--- src/rtl/multicycle_ctrl.sv ---
// Multi-cycle control FSM: sequences PC, IR, ALU and register file,
// handshakes with memory and parks in HALTED on halt, bad opcode or timeout.
module multicycle_ctrl #(
   parameter int MEM_TIMEOUT = 256,
   parameter int CNT_W       = 8
) (
   input  logic       clk,
   input  logic       rst,
   input  logic [5:0] opcode,
   input  logic       zero_flag,
   input  logic       mem_ready,
   input  logic       pc_halt,
   output logic       mem_req,
   output logic       mem_we,
   output logic       iord,
   output logic       ir_write,
   output logic       pc_write,
   output logic       pc_write_cond,
   output logic [1:0] pc_source,
   output logic       alu_src_a,
   output logic [1:0] alu_src_b,
   output logic [1:0] alu_op,
   output logic       reg_write,
   output logic       reg_dst,
   output logic       mem_to_reg,
   output logic       halted,
   output logic [1:0] err_code
);

   typedef enum logic [3:0] {
      FETCH, DECODE, MEMADDR, MEMREAD, MEMWB, MEMWRITE,
      EXEC_R, RWB, EXEC_I, IWB, BRANCH, JUMP, HALTED
   } state_t;

   localparam logic [CNT_W-1:0] CNT_LAST = CNT_W'(MEM_TIMEOUT - 1);

   state_t           state;
   logic [CNT_W-1:0] cnt;
   logic [1:0]       err;
   logic             waiting;
   logic             tmo;
   logic             unused_zero;

   // zero_flag goes straight to the PC; the FSM never looks at it
   assign unused_zero = zero_flag;

   assign waiting = (state == FETCH || state == MEMREAD || state == MEMWRITE)
                    && !mem_ready;
   assign tmo     = (MEM_TIMEOUT != 0) && waiting && (cnt == CNT_LAST);

   always_ff @(posedge clk or negedge rst) begin
      if (!rst) begin
         state <= FETCH;
         cnt   <= '0;
         err   <= 2'b00;
      end else if (state != HALTED) begin
         if (pc_halt) begin
            state <= HALTED;
            err   <= 2'b01;
            cnt   <= '0;
         end else if (tmo) begin
            state <= HALTED;
            err   <= 2'b11;
            cnt   <= '0;
         end else begin
            cnt <= waiting ? cnt + 1'b1 : '0;
            unique case (state)
               FETCH:    if (mem_ready) state <= DECODE;
               DECODE: begin
                  case (opcode)
                     6'h00:        state <= EXEC_R;
                     6'h23, 6'h2B: state <= MEMADDR;
                     6'h04:        state <= BRANCH;
                     6'h02:        state <= JUMP;
                     6'h08:        state <= EXEC_I;
                     default: begin
                        state <= HALTED;
                        err   <= 2'b10;
                     end
                  endcase
               end
               MEMADDR:  state <= (opcode == 6'h23) ? MEMREAD : MEMWRITE;
               MEMREAD:  if (mem_ready) state <= MEMWB;
               MEMWRITE: if (mem_ready) state <= FETCH;
               EXEC_R:   state <= RWB;
               EXEC_I:   state <= IWB;
               MEMWB, RWB, IWB, BRANCH, JUMP: state <= FETCH;
               default:  state <= HALTED;
            endcase
         end
      end
   end

   assign err_code = err;

   always_comb begin
      mem_req       = 1'b0;
      mem_we        = 1'b0;
      iord          = 1'b0;
      ir_write      = 1'b0;
      pc_write      = 1'b0;
      pc_write_cond = 1'b0;
      pc_source     = 2'b00;
      alu_src_a     = 1'b0;
      alu_src_b     = 2'b00;
      alu_op        = 2'b00;
      reg_write     = 1'b0;
      reg_dst       = 1'b0;
      mem_to_reg    = 1'b0;
      halted        = 1'b0;
      if (rst) begin
         unique case (state)
            FETCH: begin
               mem_req   = 1'b1;
               alu_src_b = 2'b01;
               ir_write  = mem_ready;
               pc_write  = mem_ready;
            end
            DECODE:   alu_src_b = 2'b11;
            MEMADDR: begin
               alu_src_a = 1'b1;
               alu_src_b = 2'b10;
            end
            MEMREAD: begin
               mem_req = 1'b1;
               iord    = 1'b1;
            end
            MEMWB: begin
               reg_write  = 1'b1;
               mem_to_reg = 1'b1;
            end
            MEMWRITE: begin
               mem_req = 1'b1;
               mem_we  = 1'b1;
               iord    = 1'b1;
            end
            EXEC_R: begin
               alu_src_a = 1'b1;
               alu_op    = 2'b10;
            end
            RWB: begin
               reg_write = 1'b1;
               reg_dst   = 1'b1;
            end
            EXEC_I: begin
               alu_src_a = 1'b1;
               alu_src_b = 2'b10;
            end
            IWB:      reg_write = 1'b1;
            BRANCH: begin
               alu_src_a     = 1'b1;
               alu_op        = 2'b01;
               pc_write_cond = 1'b1;
               pc_source     = 2'b01;
            end
            JUMP: begin
               pc_write  = 1'b1;
               pc_source = 2'b10;
            end
            HALTED:   halted = 1'b1;
            default:  halted = 1'b0;
         endcase
      end
   end

endmodule

--- config.mk ---
export PLATFORM = sky130hd
export DESIGN_NAME = multicycle_ctrl
export DESIGN_NICKNAME = d
export VERILOG_FILES = /design/src/rtl/multicycle_ctrl.sv
export SDC_FILE = /design/constraint.sdc
export NUM_CORES = 1
export LEC_CHECK = 0
export CAP_MARGIN = 20
export CORE_MARGIN = 2
export CORE_UTILIZATION = 45
export DETAILED_ROUTE_END_ITERATION = 10
export PLACE_DENSITY = 0.84
export SYNTH_ARGS = -nofsm -noshare
export SYNTH_HDL_FRONTEND = slang
export SYNTH_SLANG_ARGS = --single-unit
--- constraint.sdc ---
create_clock -name clk -period 4.9 [get_ports clk]
set_clock_uncertainty 0.1 [all_clocks]
set_input_delay 0.98 -clock clk [delete_from_list [all_inputs] [get_ports clk]]
set_output_delay 0.98 -clock clk [all_outputs]
set_load 0.02 [all_outputs]
==> results of run 1 <==
-- sequential cells by signal (all words and copies together) (netlist names) --
name      flops
cnt           8
err_code      2
state         4
-- layout make-up --
| class | instances | area (µm²) |
|---|---|---|
| Fill cell | 214 | 983 |
| Multi-Input combinational cell | 123 | 752 |
| Sequential cell | 14 | 350 |
| Timing Repair Buffer | 29 | 288 |
| Tap cell | 30 | 37.5 |
| Clock buffer | 4 | 36.3 |
| Inverter | 2 | 7.51 |
-- final timing paths --
kind / to / cells past startpoint / start / slack (ps)
max: pc_write / 5 / rst / 880
min: err_code[0] / 2 / err_code[0] / 400
max reg2reg: state[1] / 5 / state[2] / 3010
min reg2reg: err_code[0] / 2 / err_code[0] / 400
max in group asynchronous: state[0] / 2 / rst / 3160
min in group asynchronous: cnt[5] / 1 / rst / 990
-- routing by layer --
| metal | share of wire (%) | global-route usage [%] | up-vias |
|---|---|---|---|
| met3 | 6.6 | 4.37 | 4 |
| met5 | 0 | 0 | - |
| met2 | 50 | 40.1 | 59 |
| li1 | - | - | 590 |
| met1 | 42 | 23.7 | 573 |
| met4 | 0.72 | 5.83 | 0 |
-- cells in the final DEF (no fill, tap or decap), types with 2 or more instances in the layout --
| cell | netlist | final |
|---|---|---|
| nor2_1 | 23 | 23 |
| nor3_1 | 7 | 7 |
| nand2b_1 | 3 | 3 |
| a22oi_1 | 2 | 2 |
| nor3b_1 | 3 | 3 |
| xor2_1 | 2 | 2 |
| clkbuf_4 | 0 | 3 |
| nand4_1 | 5 | 5 |
| a21oi_1 | 7 | 7 |
| and2_1 | 3 | 3 |
| dfrtp_1 | 14 | 14 |
| nor2b_1 | 5 | 5 |
| nand3_1 | 5 | 5 |
| nor4_1 | 2 | 2 |
| o21ai_1 | 5 | 5 |
| clkdlybuf4s50_1 | 0 | 28 |
| o21ai_0 | 11 | 11 |
| nand2_1 | 12 | 12 |
| and3_1 | 2 | 2 |
| inv_1 | 2 | 2 |
-- through the flow --
stage               setup WS (ps)  cells  area (µm²)  utilization (%)  power [mW]
floorplan                    2210    148        1160                -       0.131
global placement              927    198        1440             58.5       0.147
detailed placement            858    198        1440             58.5       0.148
CTS                           837    202        1470             59.9       0.229
global route                  658    202        1470             59.9       0.238
finish                        877    202        1470             59.9       0.228
-- kinds of logic after synthesis --
logic type               after synthesis
AND/OR/NAND/NOR                       77
flip-flops                            14
multiplexers                           1
buffers and inverters                 11
adder cells (fa/ha/maj)                1
AO/OA/AOI/OAI                         40
XOR/XNOR                               4
-- where the power goes --
| group | switching [mW] | internal, mW | total, mW | leakage (nW) |
|---|---|---|---|---|
| Clock | 0.0367 | 0.0451 | 0.0818 | 0.0210 |
| Sequential | 0.00111 | 0.117 | 0.118 | 0.181 |
| Combinational | 0.0149 | 0.0131 | 0.0280 | 0.320 |
-- worst max-delay path: stages --
cell and delay (ps):
clkdlybuf4s50_1 870, nand2_1 190, nor2_1 180, or2_2 130
clkdlybuf4s50_1 590
==> flow_summary.toml, run 1 <==
[yosys]
synth_top_cell_by_area = "dfrtp_1"
synth_compound_area_share_pct = 24.1
synth_largest_type_area_fraction_pct = 30.2
synth_seq_area_share_pct = 30.2
synthesis.instances = 148
number_of_enable_flip_flop_cells_after_synthesis = 0
synthesis.yosys.warnings = 0
synth_xor_area_share_pct = 3.67
synth_mux_area_share_pct = 0.972
ys_ff_latch = 14
yosysMostFrequentCell = "nor2_1"
synth-simple-area-share_pct = 35.1
synth_flop_cell = "dfrtp_1"
async_reset_ff_share_pct = 100
ys_top_cells_by_count = "nor2_1 (23), dfrtp_1 (14), nand2_1 (12), o21ai_0 (11)"
netlist-cell-type-count = 48
post_synthesis_share_of_cell_area_spent_on_full_adders_half_adders_and_majority_gates_pct = 1.08
mappedNetlistNets = 160
synthesis.area_um2 = 1160
yosys-top-cells-area = "dfrtp_1 (30%), nor2_1 (7.5%), o21ai_0 (4.8%)"
postSynthAreaPerCell_um2 = 7.83
dominant_combinational_cell_family_by_area_after_synthesis = "simple AND/OR/NAND/NOR gates"

[drt]
route.vias.total = 1226
detail_route.iter0.violations = 33
finalWirelength_mm = 2.92
antenna_left = 0
detail_route.vias_per_cell = 6.07
route.detailed.drc = 0
drt_pass1_iterations = 4
drt-wirelength-per-cell_um = 14.5

[layout]
finish.net_count = 185
layout-drive-gt1-share_pct = 8.72
insertedDiodeCount = 0
flow.area_growth_from_synthesis_pct = 27.0

[power]
power.static_leakage_nw = 0.522
power_per_cell_area_nw_per_um2 = 155
ir_worst_vdd_v = 0.0000908

[sta]
hold_viol = 0
max_clock_freq_mhz = 249
final.hold.worst_slack_ps = 396
totalNegativeSetupSlack_ps = 0
timing.final.crit_share_pct = 82.1
report.final.slew_viol_count = 0
slew_headroom_pct = 57.9
grt_setup_unrepaired = "no"
timing_worst_slew_pin_value_ps = 630
report.final.setup_viol = 0
period_minus_slack_ps = 4020

[worst_setup_path]
worst_ep_arrival_time_ps = 2940
setup.worst_path.end_class = "primary output"
crit_required_ps = 3820
path_class = "input port to primary output"
worstPathMaxFanout = 16
worstSetupStartpointType = "input port"

[clocking]
cts_buffers = 3
cts-resized-gates = 0
tritoncts_num_sinks = 14
clockRootBuffer = "clkbuf_4"
clkSlewWorstSetupHoldPaths_ps = 90
cts_hold_buf = 0
insertion_delay_ps = 270
h_tree_lvls = 1
maximum_root_to_sink_buffer_count = 2
tritoncts = "done"
postCtsSetupRepairBufs = 0

[placed_design]
place_congestion = 0.813
dp_hpwl_mm = 2.21
port_buffers = 28

[floorplanning]
die_h_um = 54.7
die_area_um2 = 3000
core_area_um2 = 2450
chipWidth_um = 54.7
io-pin-count = 30
starting_density_pct = 47.2
std_cell_rows = 18

[grt]
grt_max_degree = 17
grt_util_all_layers_pct = 21.3
grt_antenna_before_repair = 0
grt_first_pass_wirelength_mm = 4.73
globalRoute.totalOverflow = 0
first_global_vias = 1154

[flow_run]
max_cap_viol_count = 0

[worst_hold_path]
hold_path_class = "register to register"

[run_status]
outcome = "complete, no violations"
No activity file was read; power rests on OpenSTA's default activity.
==> run 2, diff against run 1 <==
clock period = 4 ns   (was 4.9 ns; I/O delays follow)
==> flow_summary.toml, run 2 (synthesis gave the netlist of run 1 again) <==
[floorplanning]
std_cell_rows = 18
core_area_um2 = 2450
die_h_um = 54.7
die_area_um2 = 3000
io-pin-count = 30
chipWidth_um = 54.7
starting_density_pct = 47.2

[worst_setup_path]
critical_path.n_buffers_inverters = 2
worstSetupStartpoint = "rst"
crit_chain = "clkdlybuf4s50_1 > nand2_1 > nor2_1 > or2_2 > clkdlybuf4s50_1"
timing.rr.start = "state[2]"
critical_path.most_common_cell = "clkdlybuf4s50_1"
timing.critical_path.max_delay_family = "buffers and inverters"
worstPathMaxFanout = 10
cp_slowest_cell = "clkdlybuf4s50_1"
setup.worst_path.end_class = "primary output"
worstSetupStartpointType = "input port"
worst_ep_arrival_time_ps = 2540
path_class = "input port to primary output"
delay_of_the_slowest_cell_on_the_worst_path_ps = 700
crit_required_ps = 3100

[clocking]
tritoncts_num_sinks = 14
cts_hold_buf = 0
insertion_delay_ps = 280
postCtsSetupRepairBufs = 0
clockRootBuffer = "clkbuf_4"
cts-resized-gates = 0
maximum_root_to_sink_buffer_count = 2
cts_buffers = 3
tritoncts = "done"
clkSlewWorstSetupHoldPaths_ps = 90
h_tree_lvls = 1

[power]
power_per_cell_area_nw_per_um2 = 192
ir_worst_vdd_v = 0.000163
design_power_total_uw = 283
power.static_leakage_nw = 0.527

[layout]
finalCoreUtilization_pct = 60.2
insertedDiodeCount = 0
registers.top_by_ff_count = "cnt"
flow.area_growth_from_synthesis_pct = 27.6
area_of_the_multi_input_gates_um2 = 752
mostFrequentLayoutCells = "clkdlybuf4s50_1 (28), nor2_1 (23), dfrtp_1 (14)"
layout_commonest_cell = "clkdlybuf4s50_1"
finish.net_count = 186
sequential_cell_area_um2 = 350
final_cell_area_um2 = 1480
layout-drive-gt1-share_pct = 9.25
number_of_inserted_filler_cells_in_the_final_layout = 236
largest_reg_flops = 8

[placed_design]
dp_worst_setup_slack_ps = 577
dpl-instance-area_um2 = 1440
place_congestion = 0.785
dp_hpwl_mm = 2.20
port_buffers = 28

[sta]
fin_ws_ps = 563
period_minus_slack_ps = 3440
max_clock_freq_mhz = 291
timing.final.crit_share_pct = 85.9
hold_viol = 0
report.final.slew_viol_count = 0
grt_setup_unrepaired = "no"
totalNegativeSetupSlack_ps = 0
slew_headroom_pct = 64.3
timing_worst_slew_pin_value_ps = 536
report.final.setup_viol = 0

[flow_run]
max_cap_viol_count = 0

[worst_hold_path]
hold_path_class = "register to register"
holdCritStartpoint = "cnt[5]"

[drt]
route.detailed.drc = 0
antenna_left = 0
finalWirelength_mm = 3.00
route.vias.total = 1199
detail_route.vias_per_cell = 5.91
drt_pass1_iterations = 4
detail_route.iter0.violations = 32
drt-wirelength-per-cell_um = 14.8

[grt]
grt_util_all_layers_pct = 23.1
globalRoute.totalOverflow = 0
grt_max_degree = 17
grt_antenna_before_repair = 0
grt_first_pass_wirelength_mm = 5.06
first_global_vias = 1154

[run_status]
outcome = "complete, no violations"
[run 2: cell types whose count changed in the layout (fill, tap and decap cells not counted), sizes merged]
cell / change
buf: +1
[run 2: metal layers]
metal	GRT usage (%)	wire, µm
met1	29.4	1390
met2	39.3	1430
met3	2.73	141
met4	8.75	42
met5	0	0
[run 2: where the power goes]
group	internal, mW	leakage (nW)	switching (mW)
clock network	0.0554	0.0210	0.0485
registers	0.143	0.181	0.00132
logic	0.0167	0.325	0.0184
total	0.215	0.527	0.0683
[run 2: final timing paths]
check,end,slack (ps),depth (start not counted)
min in group asynchronous,cnt[6],1000,2
worst min-delay path,cnt[5],400,1
worst min register to register,cnt[5],400,1
max in group asynchronous,state[2],2650,2
worst max-delay path,pc_write,560,5
worst max register to register,state[1],2100,5
[run 2: area by class of cell]
cell class,count,share of cell area (%)
timing repair buffer,30,20.0
tap,30,2.54
multi-input combinational,123,50.8
clock buffer,4,2.45
inverter,2,0.508
sequential,14,23.7
[run 2: metrics by stage]
stage                     hold slack [ps]  cells
after floorplan                       364    148
after global placement                376    199
after detailed placement              392    199
after CTS                             414    203
after global routing                  435    203
final                                 403    203
